File: src/rtl/game_pkg.sv
// Shared game constants: FSM state codes, direction codes and the default
// two-player keyboard map consumed by the operation encoder.
package game_pkg;

    typedef enum logic [2:0] {
        ST_IDLE      = 3'd0,
        ST_SETTING   = 3'd1,
        ST_SYNCING   = 3'd2,
        ST_COUNTDOWN = 3'd3,
        ST_RACING    = 3'd4,
        ST_PAUSE     = 3'd5,
        ST_FINISH    = 3'd6
    } game_state_e;

    localparam logic [1:0] H_NIL   = 2'd0;
    localparam logic [1:0] H_LEFT  = 2'd1;
    localparam logic [1:0] H_RIGHT = 2'd2;
    localparam logic [1:0] V_NIL   = 2'd0;
    localparam logic [1:0] V_UP    = 2'd1;
    localparam logic [1:0] V_DOWN  = 2'd2;

    localparam int SCAN_W     = 9;
    localparam int KEYS_W     = 6 * SCAN_W;
    localparam int MAX_PLAYER = 4;
    localparam int KEYMAP_W   = MAX_PLAYER * KEYS_W;

    // Slot order inside one player's packed key set
    localparam int KEY_UP    = 0;
    localparam int KEY_LEFT  = 1;
    localparam int KEY_DOWN  = 2;
    localparam int KEY_RIGHT = 3;
    localparam int KEY_BOOST = 4;
    localparam int KEY_HONK  = 5;

    function automatic logic [KEYS_W-1:0] pack_keys(
        input logic [SCAN_W-1:0] up,
        input logic [SCAN_W-1:0] left,
        input logic [SCAN_W-1:0] down,
        input logic [SCAN_W-1:0] right,
        input logic [SCAN_W-1:0] boost,
        input logic [SCAN_W-1:0] honk
    );
        return {honk, boost, right, down, left, up};
    endfunction

    localparam logic [KEYMAP_W-1:0] KEYMAP_DEFAULT = {
        {KEYS_W{1'b0}},
        {KEYS_W{1'b0}},
        pack_keys(9'h043, 9'h03B, 9'h042, 9'h04B, 9'h059, 9'h070),
        pack_keys(9'h01D, 9'h01C, 9'h01B, 9'h023, 9'h012, 9'h029)
    };

endpackage

File: src/rtl/multi_player_op_encoder_if.sv
// Bundle between keyboard decoder / game FSM and the per-player operation encoder.
interface multi_player_op_encoder_if #(
    parameter int NUM_PLAYERS = 2
) ();
    logic [511:0]               key_down;
    logic [8:0]                 last_change;
    logic                       key_valid;
    logic [2:0]                 state;
    logic [2*NUM_PLAYERS-1:0]   h_code;
    logic [2*NUM_PLAYERS-1:0]   v_code;
    logic [NUM_PLAYERS-1:0]     boost;
    logic [NUM_PLAYERS-1:0]     honk;
    logic [8*NUM_PLAYERS-1:0]   boost_level;

    modport master (
        output key_down, last_change, key_valid, state,
        input  h_code, v_code, boost, honk, boost_level
    );

    modport slave (
        input  key_down, last_change, key_valid, state,
        output h_code, v_code, boost, honk, boost_level
    );
endinterface

File: src/rtl/op_encoder_lane.sv
// One cart's controls: axis resolution with last-pressed priority, boost meter
// with refill divider, and edge-triggered honk with cooldown.
module op_encoder_lane
    import game_pkg::*;
#(
    parameter logic [KEYS_W-1:0] KEYS = KEYMAP_DEFAULT[KEYS_W-1:0],
    parameter int BOOST_MAX     = 255,
    parameter int REFILL_DIV    = 4,
    parameter int HONK_COOLDOWN = 1023
) (
    input  logic         clk,
    input  logic         rst,
    input  logic [511:0] key_down,
    input  logic [8:0]   last_change,
    input  logic         key_valid,
    input  logic [2:0]   state,
    output logic [1:0]   h_code,
    output logic [1:0]   v_code,
    output logic         boost,
    output logic         honk,
    output logic [7:0]   boost_level
);
    localparam logic [8:0] K_UP    = KEYS[KEY_UP*SCAN_W    +: SCAN_W];
    localparam logic [8:0] K_LEFT  = KEYS[KEY_LEFT*SCAN_W  +: SCAN_W];
    localparam logic [8:0] K_DOWN  = KEYS[KEY_DOWN*SCAN_W  +: SCAN_W];
    localparam logic [8:0] K_RIGHT = KEYS[KEY_RIGHT*SCAN_W +: SCAN_W];
    localparam logic [8:0] K_BOOST = KEYS[KEY_BOOST*SCAN_W +: SCAN_W];
    localparam logic [8:0] K_HONK  = KEYS[KEY_HONK*SCAN_W  +: SCAN_W];

    localparam int DIV_W = (REFILL_DIV > 1) ? $clog2(REFILL_DIV) : 1;
    localparam int CD_W  = (HONK_COOLDOWN > 0) ? $clog2(HONK_COOLDOWN + 1) : 1;
    localparam logic [DIV_W-1:0] DIV_LAST  = DIV_W'(REFILL_DIV - 1);
    localparam logic [CD_W-1:0]  CD_LOAD   = CD_W'(HONK_COOLDOWN);
    localparam logic [7:0]       METER_MAX = 8'(BOOST_MAX);

    function automatic logic [7:0] meter_inc(input logic [7:0] m);
        return (m >= METER_MAX) ? METER_MAX : m + 8'd1;
    endfunction

    function automatic logic [7:0] meter_dec(input logic [7:0] m);
        return (m == 8'd0) ? 8'd0 : m - 8'd1;
    endfunction

    function automatic logic [CD_W-1:0] cd_dec(input logic [CD_W-1:0] c);
        return (c == '0) ? '0 : c - CD_W'(1);
    endfunction

    logic             h_last, v_last, honk_prev;
    logic [7:0]       meter;
    logic [DIV_W-1:0] div_cnt;
    logic [CD_W-1:0]  cd;
    logic [1:0]       h_code_p1, v_code_p1;
    logic             boost_p1, honk_p1;

    logic             racing, paused, key_evt;
    logic             h_last_nxt, v_last_nxt;
    logic [1:0]       h_res, v_res;
    logic             boost_nxt, honk_nxt;
    logic [7:0]       meter_nxt;
    logic [DIV_W-1:0] div_nxt;
    logic [CD_W-1:0]  cd_nxt;

    // Stage p0: decode the current inputs into next control/meter values
    always_comb begin
        racing     = (state == ST_RACING);
        paused     = (state == ST_PAUSE);
        key_evt    = key_valid && key_down[last_change];
        h_last_nxt = h_last;
        v_last_nxt = v_last;
        h_res      = H_NIL;
        v_res      = V_NIL;
        meter_nxt  = meter;
        div_nxt    = div_cnt;
        cd_nxt     = cd;

        // A press in this very cycle already decides a two-key tie
        if (key_evt && last_change == K_LEFT)       h_last_nxt = 1'b0;
        else if (key_evt && last_change == K_RIGHT) h_last_nxt = 1'b1;
        if (key_evt && last_change == K_UP)         v_last_nxt = 1'b0;
        else if (key_evt && last_change == K_DOWN)  v_last_nxt = 1'b1;

        if (racing) begin
            unique case ({key_down[K_LEFT], key_down[K_RIGHT]})
                2'b10:   h_res = H_LEFT;
                2'b01:   h_res = H_RIGHT;
                2'b11:   h_res = h_last_nxt ? H_RIGHT : H_LEFT;
                default: h_res = H_NIL;
            endcase
            unique case ({key_down[K_UP], key_down[K_DOWN]})
                2'b10:   v_res = V_UP;
                2'b01:   v_res = V_DOWN;
                2'b11:   v_res = v_last_nxt ? V_DOWN : V_UP;
                default: v_res = V_NIL;
            endcase
        end

        boost_nxt = racing && key_down[K_BOOST] && (h_res != H_NIL || v_res != V_NIL)
                    && (meter != 8'd0);
        honk_nxt  = racing && key_down[K_HONK] && !honk_prev && (cd == '0);

        if (racing) begin
            div_nxt = (div_cnt == DIV_LAST) ? '0 : div_cnt + DIV_W'(1);
            if (boost_nxt)                meter_nxt = meter_dec(meter);
            else if (div_cnt == DIV_LAST) meter_nxt = meter_inc(meter);
            cd_nxt = honk_nxt ? CD_LOAD : cd_dec(cd);
        end else if (!paused) begin
            meter_nxt = METER_MAX;
            div_nxt   = '0;
            cd_nxt    = '0;
        end
    end

    // Stage p1: registered state and outputs
    always_ff @(posedge clk) begin
        if (rst) begin
            h_last    <= 1'b0;
            v_last    <= 1'b0;
            honk_prev <= 1'b0;
            meter     <= METER_MAX;
            div_cnt   <= '0;
            cd        <= '0;
            h_code_p1 <= H_NIL;
            v_code_p1 <= V_NIL;
            boost_p1  <= 1'b0;
            honk_p1   <= 1'b0;
        end else begin
            h_last    <= h_last_nxt;
            v_last    <= v_last_nxt;
            honk_prev <= key_down[K_HONK];
            meter     <= meter_nxt;
            div_cnt   <= div_nxt;
            cd        <= cd_nxt;
            h_code_p1 <= h_res;
            v_code_p1 <= v_res;
            boost_p1  <= boost_nxt;
            honk_p1   <= honk_nxt;
        end
    end

    assign h_code      = h_code_p1;
    assign v_code      = v_code_p1;
    assign boost       = boost_p1;
    assign honk        = honk_p1;
    assign boost_level = meter;

endmodule

File: src/rtl/multi_player_op_encoder.sv
// Turns held-key bitmap and key events into per-cart direction, boost and honk
// controls; one independent lane per player.
module multi_player_op_encoder
    import game_pkg::*;
#(
    parameter int                    NUM_PLAYERS   = 2,
    parameter logic [KEYMAP_W-1:0]   KEYMAP        = KEYMAP_DEFAULT,
    parameter int                    BOOST_MAX     = 255,
    parameter int                    REFILL_DIV    = 4,
    parameter int                    HONK_COOLDOWN = 1023
) (
    input  logic                    clk,
    input  logic                    rst,
    multi_player_op_encoder_if.slave bus
);
    logic [2*NUM_PLAYERS-1:0] h_all, v_all;
    logic [NUM_PLAYERS-1:0]   boost_all, honk_all;
    logic [8*NUM_PLAYERS-1:0] level_all;

    for (genvar p = 0; p < NUM_PLAYERS; p++) begin : g_lane
        op_encoder_lane #(
            .KEYS          (KEYMAP[p*KEYS_W +: KEYS_W]),
            .BOOST_MAX     (BOOST_MAX),
            .REFILL_DIV    (REFILL_DIV),
            .HONK_COOLDOWN (HONK_COOLDOWN)
        ) u_lane (
            .clk         (clk),
            .rst         (rst),
            .key_down    (bus.key_down),
            .last_change (bus.last_change),
            .key_valid   (bus.key_valid),
            .state       (bus.state),
            .h_code      (h_all[2*p +: 2]),
            .v_code      (v_all[2*p +: 2]),
            .boost       (boost_all[p]),
            .honk        (honk_all[p]),
            .boost_level (level_all[8*p +: 8])
        );
    end

    assign bus.h_code      = h_all;
    assign bus.v_code      = v_all;
    assign bus.boost       = boost_all;
    assign bus.honk        = honk_all;
    assign bus.boost_level = level_all;

endmodule
File: src/flat_wrapper.sv
// flat-port wrapper written by rule: the top's interface ports become plain ports
module multi_player_op_encoder_flat import game_pkg::*;
#(
    parameter int                    NUM_PLAYERS   = 2,
    parameter logic [KEYMAP_W-1:0]   KEYMAP        = KEYMAP_DEFAULT,
    parameter int                    BOOST_MAX     = 255,
    parameter int                    REFILL_DIV    = 4,
    parameter int                    HONK_COOLDOWN = 1023
)
  (clk, rst, bus_key_down, bus_last_change, bus_key_valid, bus_state, bus_h_code, bus_v_code, bus_boost, bus_honk, bus_boost_level);
  multi_player_op_encoder_if #(.NUM_PLAYERS(NUM_PLAYERS)) bus_i ();
  input  logic clk;
  input  logic rst;
  input wire logic [$bits(bus_i.key_down)-1:0] bus_key_down;
  input wire logic [$bits(bus_i.last_change)-1:0] bus_last_change;
  input wire logic [$bits(bus_i.key_valid)-1:0] bus_key_valid;
  input wire logic [$bits(bus_i.state)-1:0] bus_state;
  output wire logic [$bits(bus_i.h_code)-1:0] bus_h_code;
  output wire logic [$bits(bus_i.v_code)-1:0] bus_v_code;
  output wire logic [$bits(bus_i.boost)-1:0] bus_boost;
  output wire logic [$bits(bus_i.honk)-1:0] bus_honk;
  output wire logic [$bits(bus_i.boost_level)-1:0] bus_boost_level;
  assign bus_i.key_down = bus_key_down;
  assign bus_i.last_change = bus_last_change;
  assign bus_i.key_valid = bus_key_valid;
  assign bus_i.state = bus_state;
  assign bus_h_code = bus_i.h_code;
  assign bus_v_code = bus_i.v_code;
  assign bus_boost = bus_i.boost;
  assign bus_honk = bus_i.honk;
  assign bus_boost_level = bus_i.boost_level;
  multi_player_op_encoder #(.NUM_PLAYERS(NUM_PLAYERS), .KEYMAP(KEYMAP), .BOOST_MAX(BOOST_MAX), .REFILL_DIV(REFILL_DIV), .HONK_COOLDOWN(HONK_COOLDOWN)) u_core (.clk(clk), .rst(rst), .bus(bus_i));
endmodule
File: config.mk
export PLATFORM = sky130hd
export DESIGN_NAME = multi_player_op_encoder_flat
export DESIGN_NICKNAME = d
export VERILOG_FILES = /design/src/rtl/game_pkg.sv /design/src/rtl/multi_player_op_encoder_if.sv /design/src/rtl/op_encoder_lane.sv /design/src/rtl/multi_player_op_encoder.sv /design/src/flat_wrapper.sv
export SDC_FILE = /design/constraint.sdc
export NUM_CORES = 1
export LEC_CHECK = 0
export BUFFER_PORTS_ARGS = -buffer_cell sky130_fd_sc_hd__buf_2
export CAP_MARGIN = 20
export CORE_AREA = 8 8 208 210
export DETAILED_ROUTE_END_ITERATION = 8
export DIE_AREA = 0 0 216 218
export RECOVER_POWER = 25
export SLEW_MARGIN = 20
export SYNTH_ARGS = -nofsm -noshare
export SYNTH_HDL_FRONTEND = slang
export SYNTH_HIERARCHICAL = 1
export SYNTH_SLANG_ARGS = --single-unit
File: constraint.sdc
create_clock -name clk -period 3 [get_ports clk]
set_clock_uncertainty 0.05 [all_clocks]
set_input_delay 0.9 -clock clk [delete_from_list [all_inputs] [get_ports clk]]
set_output_delay 0.9 -clock clk [all_outputs]
set_load 0.02 [all_outputs]
==> key figures <==
STA
  – RSZ-0062 raised after global routing: true
  – Worst Slack Setup Final: -13.4 ps
  – Worst slew pin tran: 1210 ps
  – Worst hold margin: 429 ps
  – Max Slew Vio Count: 0
  – # setup viols final: 3
  – Fin crit share: 1.00
  – Crit path time final: 3010 ps
  – FMAX: 332 MHz
  – Final Hold Viols: 0
  – Slew headroom: 0.191

Cells and area
  – Register area: 1160 µm²
  – Commonest cells after routing, fill and taps aside: buf_2, buf_4, nor2_1
  – Layout Area Growth over Synthesis: 47.7%
  – Layout cells sized above 1: 0.424
  – Layout net count: 1454
  – Multi-input gate area: 4480 µm²
  – Commonest non-fill, non-tap cell in the layout: buf_2
  – Number of fill cells: 4452

Setup path
  – CP Capture Type: flop
  – Critical-path maximum fanout: 8
  – Crit-path slowest cell: mux4_2
  – Worst Path Required: 3230 ps
  – CP Cell Sequence: buf_16 > buf_12 > buf_16 > buf_4 > mux4_2 > o22ai_2 > o21ai_1 > nor4_2 > buf_4 > a2111oi_4 > mux2i_2 > o2111a_1
  – Crit Path Class: input port to flop
  – Startpoint types: input port
  – Worst stage delay on the critical path: 430 ps
  – CP Data Arrival Time: 3240 ps
  – Cell family with most CP delay: compound AO/OA/AOI/OAI gates
  – CP bufs+invs: 5

Logic synthesis
  – Synthesized instance count: 655
  – Distinct cells, synth: 82
  – Synth Net Count: 1190
  – Most used DFF post-synth: dfxtp_1
  – Post-synth EDFFs: 0
  – #FFs+latches synth: 58
  – Synth Cell Area: 5880 µm²
  – Ys async rst share: 0
  – Yosys warning count: 6
  – Sequential area share after synthesis: 0.197
  – Avg Synthesized Cell Area: 8.98 µm²

Power
  – Pleak: 0.00351 µW
  – Peak supply drop: 178 µV
  – P per Cell Area: 319 nW/µm²

Clock network
  – TritonCTS Buffers: 9
  – Clock Sinks: 58
  – CTS tree: built
  – Maximum level of the CTS H-tree: 3
  – Root buffer cell: clkbuf_16
  – Worst skew pair latency: 340 ps
  – Bufs on Longest Clock Path: 2
  – Clock slew at reported path FFs: 50 ps

Place
  – Placer congestion estimate: 0.854
  – Dpl ws: -747 ps
  – DP HPWL: 22.3 mm
  – PortBufs: 170

Drt
  – Via Count: 6575
  – DRC viols: 0
  – Final wirelength: 27.4 mm
  – DR pass1 iterations: 5
  – Initial drt markers: 409
  – Routed len/inst: 18.8 µm
  – DR vias/cell: 4.50
  – DRT antenna net count: 0

Floorplan
  – Die Height: 218 µm
  – Initial core utilization: 0.146
  – Die width: 216 µm
  – FP Rows: 74
  – Core Box Area: 40200 µm²
  – Boundary Pins: 555
  – Die ar.: 47100 µm²

Global routing
  – Tot GR Track Use: 0.112
  – GR Overflow Total: 0
  – Largest net degree at the start of global routing: 26
  – Initial antenna violation count: 6
  – First-pass GRT wire length: 40.8 mm
  – Vias in the first global route: 6807

Run status
  – Failing checks: negative setup slack
  – Status: finished with violations

Min path
  – Worst Hold Class: flop to flop

Flow run
  – Max cap viols: 0
[repair_timing]
item	4_1_cts	5_1_grt
gates resized for setup	38	12
pin swaps	15	10
setup buffers	2	9
hold buffers	0	0
cloned	3	0
endpoints found under the setup margin	12	11
[metrics by stage]
step                      power [µW]  instance area, µm²  utilization  instances  setup TNS (ps)
after floorplan                 1320                5880            -        655           -19.5
after global placement          1720                8070        0.201       1427           -6490
after detailed placement        1740                8070        0.201       1427           -7400
after CTS                       2810                8590        0.214       1448           -76.5
after global routing            2930                8680        0.216       1461            -343
final                           2770                8680        0.216       1461           -17.4
[path summary, 6_finish.rpt]
| kind | from | endpoint | slack (ps) | cells after the start |
|---|---|---|---|---|
| hold / removal | u_core/g_lane[0].u_lane/cd[8]$_SDFFE_PP0P_ | u_core/g_lane[0].u_lane/cd[8]$_SDFFE_PP0P_ | 430 | 1 |
| setup / recovery | bus_last_change[0] | u_core/g_lane[0].u_lane/v_code[0]$_SDFF_PP0_ | -10 | 12 |
| setup reg to reg | u_core/g_lane[0].u_lane/cd[3]$_SDFFE_PP0P_ | u_core/g_lane[0].u_lane/cd[2]$_SDFFE_PP0P_ | 300 | 8 |
| hold reg to reg | u_core/g_lane[0].u_lane/cd[8]$_SDFFE_PP0P_ | u_core/g_lane[0].u_lane/cd[8]$_SDFFE_PP0P_ | 430 | 1 |
[per-layer routing]
| metal | routed length [µm] | GRT usage |
|---|---|---|
| met5 | 13 | 0 |
| met4 | 655 | 0.0406 |
| met3 | 1350 | 0.0236 |
| met2 | 13100 | 0.185 |
| met1 | 12300 | 0.142 |
[cell families (layout without fill, tap and decap cells)]
kind of cell	Yosys count	in the layout	synth area share
AO/OA/AOI/OAI	183	183	0.216
multiplexers	92	92	0.292
other	0	5	0
AND/OR/NAND/NOR	239	239	0.210
flip-flops	58	58	0.197
XOR/XNOR	4	4	0.00596
adder cells (fa/ha/maj)	8	8	0.0170
buffers and inverters	71	340	0.0611
[report_power, final]
part | internal, µW | switching, µW | leakage, µW
combinational | 482 | 494 | 0.00291
sequential | 790 | 23.9 | 0.000471
clock | 577 | 406 | 0.000131
total | 1850 | 924 | 0.00351
[final cells by class]
type	instances	area share
diodes	5	0.00144
clock buffers	11	0.0280
clock inverters	5	0.00346
inverters	23	0.00994
multi-input cells	526	0.516
flip-flops and latches	58	0.134
well taps	532	0.0767
repair buffers	301	0.231
[cell usage after synthesis (4+ instances only)]
library cell,count,area share
a211oi_1,8,0.010
and2_1,5,0.0053
buf_2,14,0.012
a21oi_1,52,0.044
clkbuf_1,21,0.013
nor2_1,66,0.042
a311oi_1,4,0.0060
o211ai_1,10,0.013
nor3b_1,6,0.0077
a31oi_1,7,0.0074
or3_1,5,0.0053
inv_1,21,0.013
nand2_1,45,0.029
mux2i_1,26,0.044
nand3b_1,5,0.0064
mux4_2,35,0.13
o22ai_1,7,0.0074
nand2b_1,13,0.014
a21o_1,6,0.0077
buf_6,6,0.011
nor4b_1,4,0.0060
ha_1,8,0.017
nor3_1,25,0.021
nand3_1,20,0.017
dfxtp_1,58,0.20
xnor2_1,4,0.0060
o311ai_0,5,0.0074
nor4_1,6,0.0064
mux2_2,8,0.015
a221oi_1,5,0.0074
mux4_1,21,0.094
a2111oi_0,4,0.0060
nor2b_1,9,0.0096
o21ai_0,31,0.026
and3_1,7,0.0074
[registers in the layout (all words and copies together) (netlist names), 4 cells and up]
| signal | count |
|---|---|
| u_core/g_lane.u_lane/h_code | 4 |
| u_core/g_lane.u_lane/div_cnt | 4 |
| u_core/g_lane.u_lane/boost_level | 16 |
| u_core/g_lane.u_lane/cd | 20 |
| u_core/g_lane.u_lane/v_code | 4 |
Power figures use the tool's default switching activity.
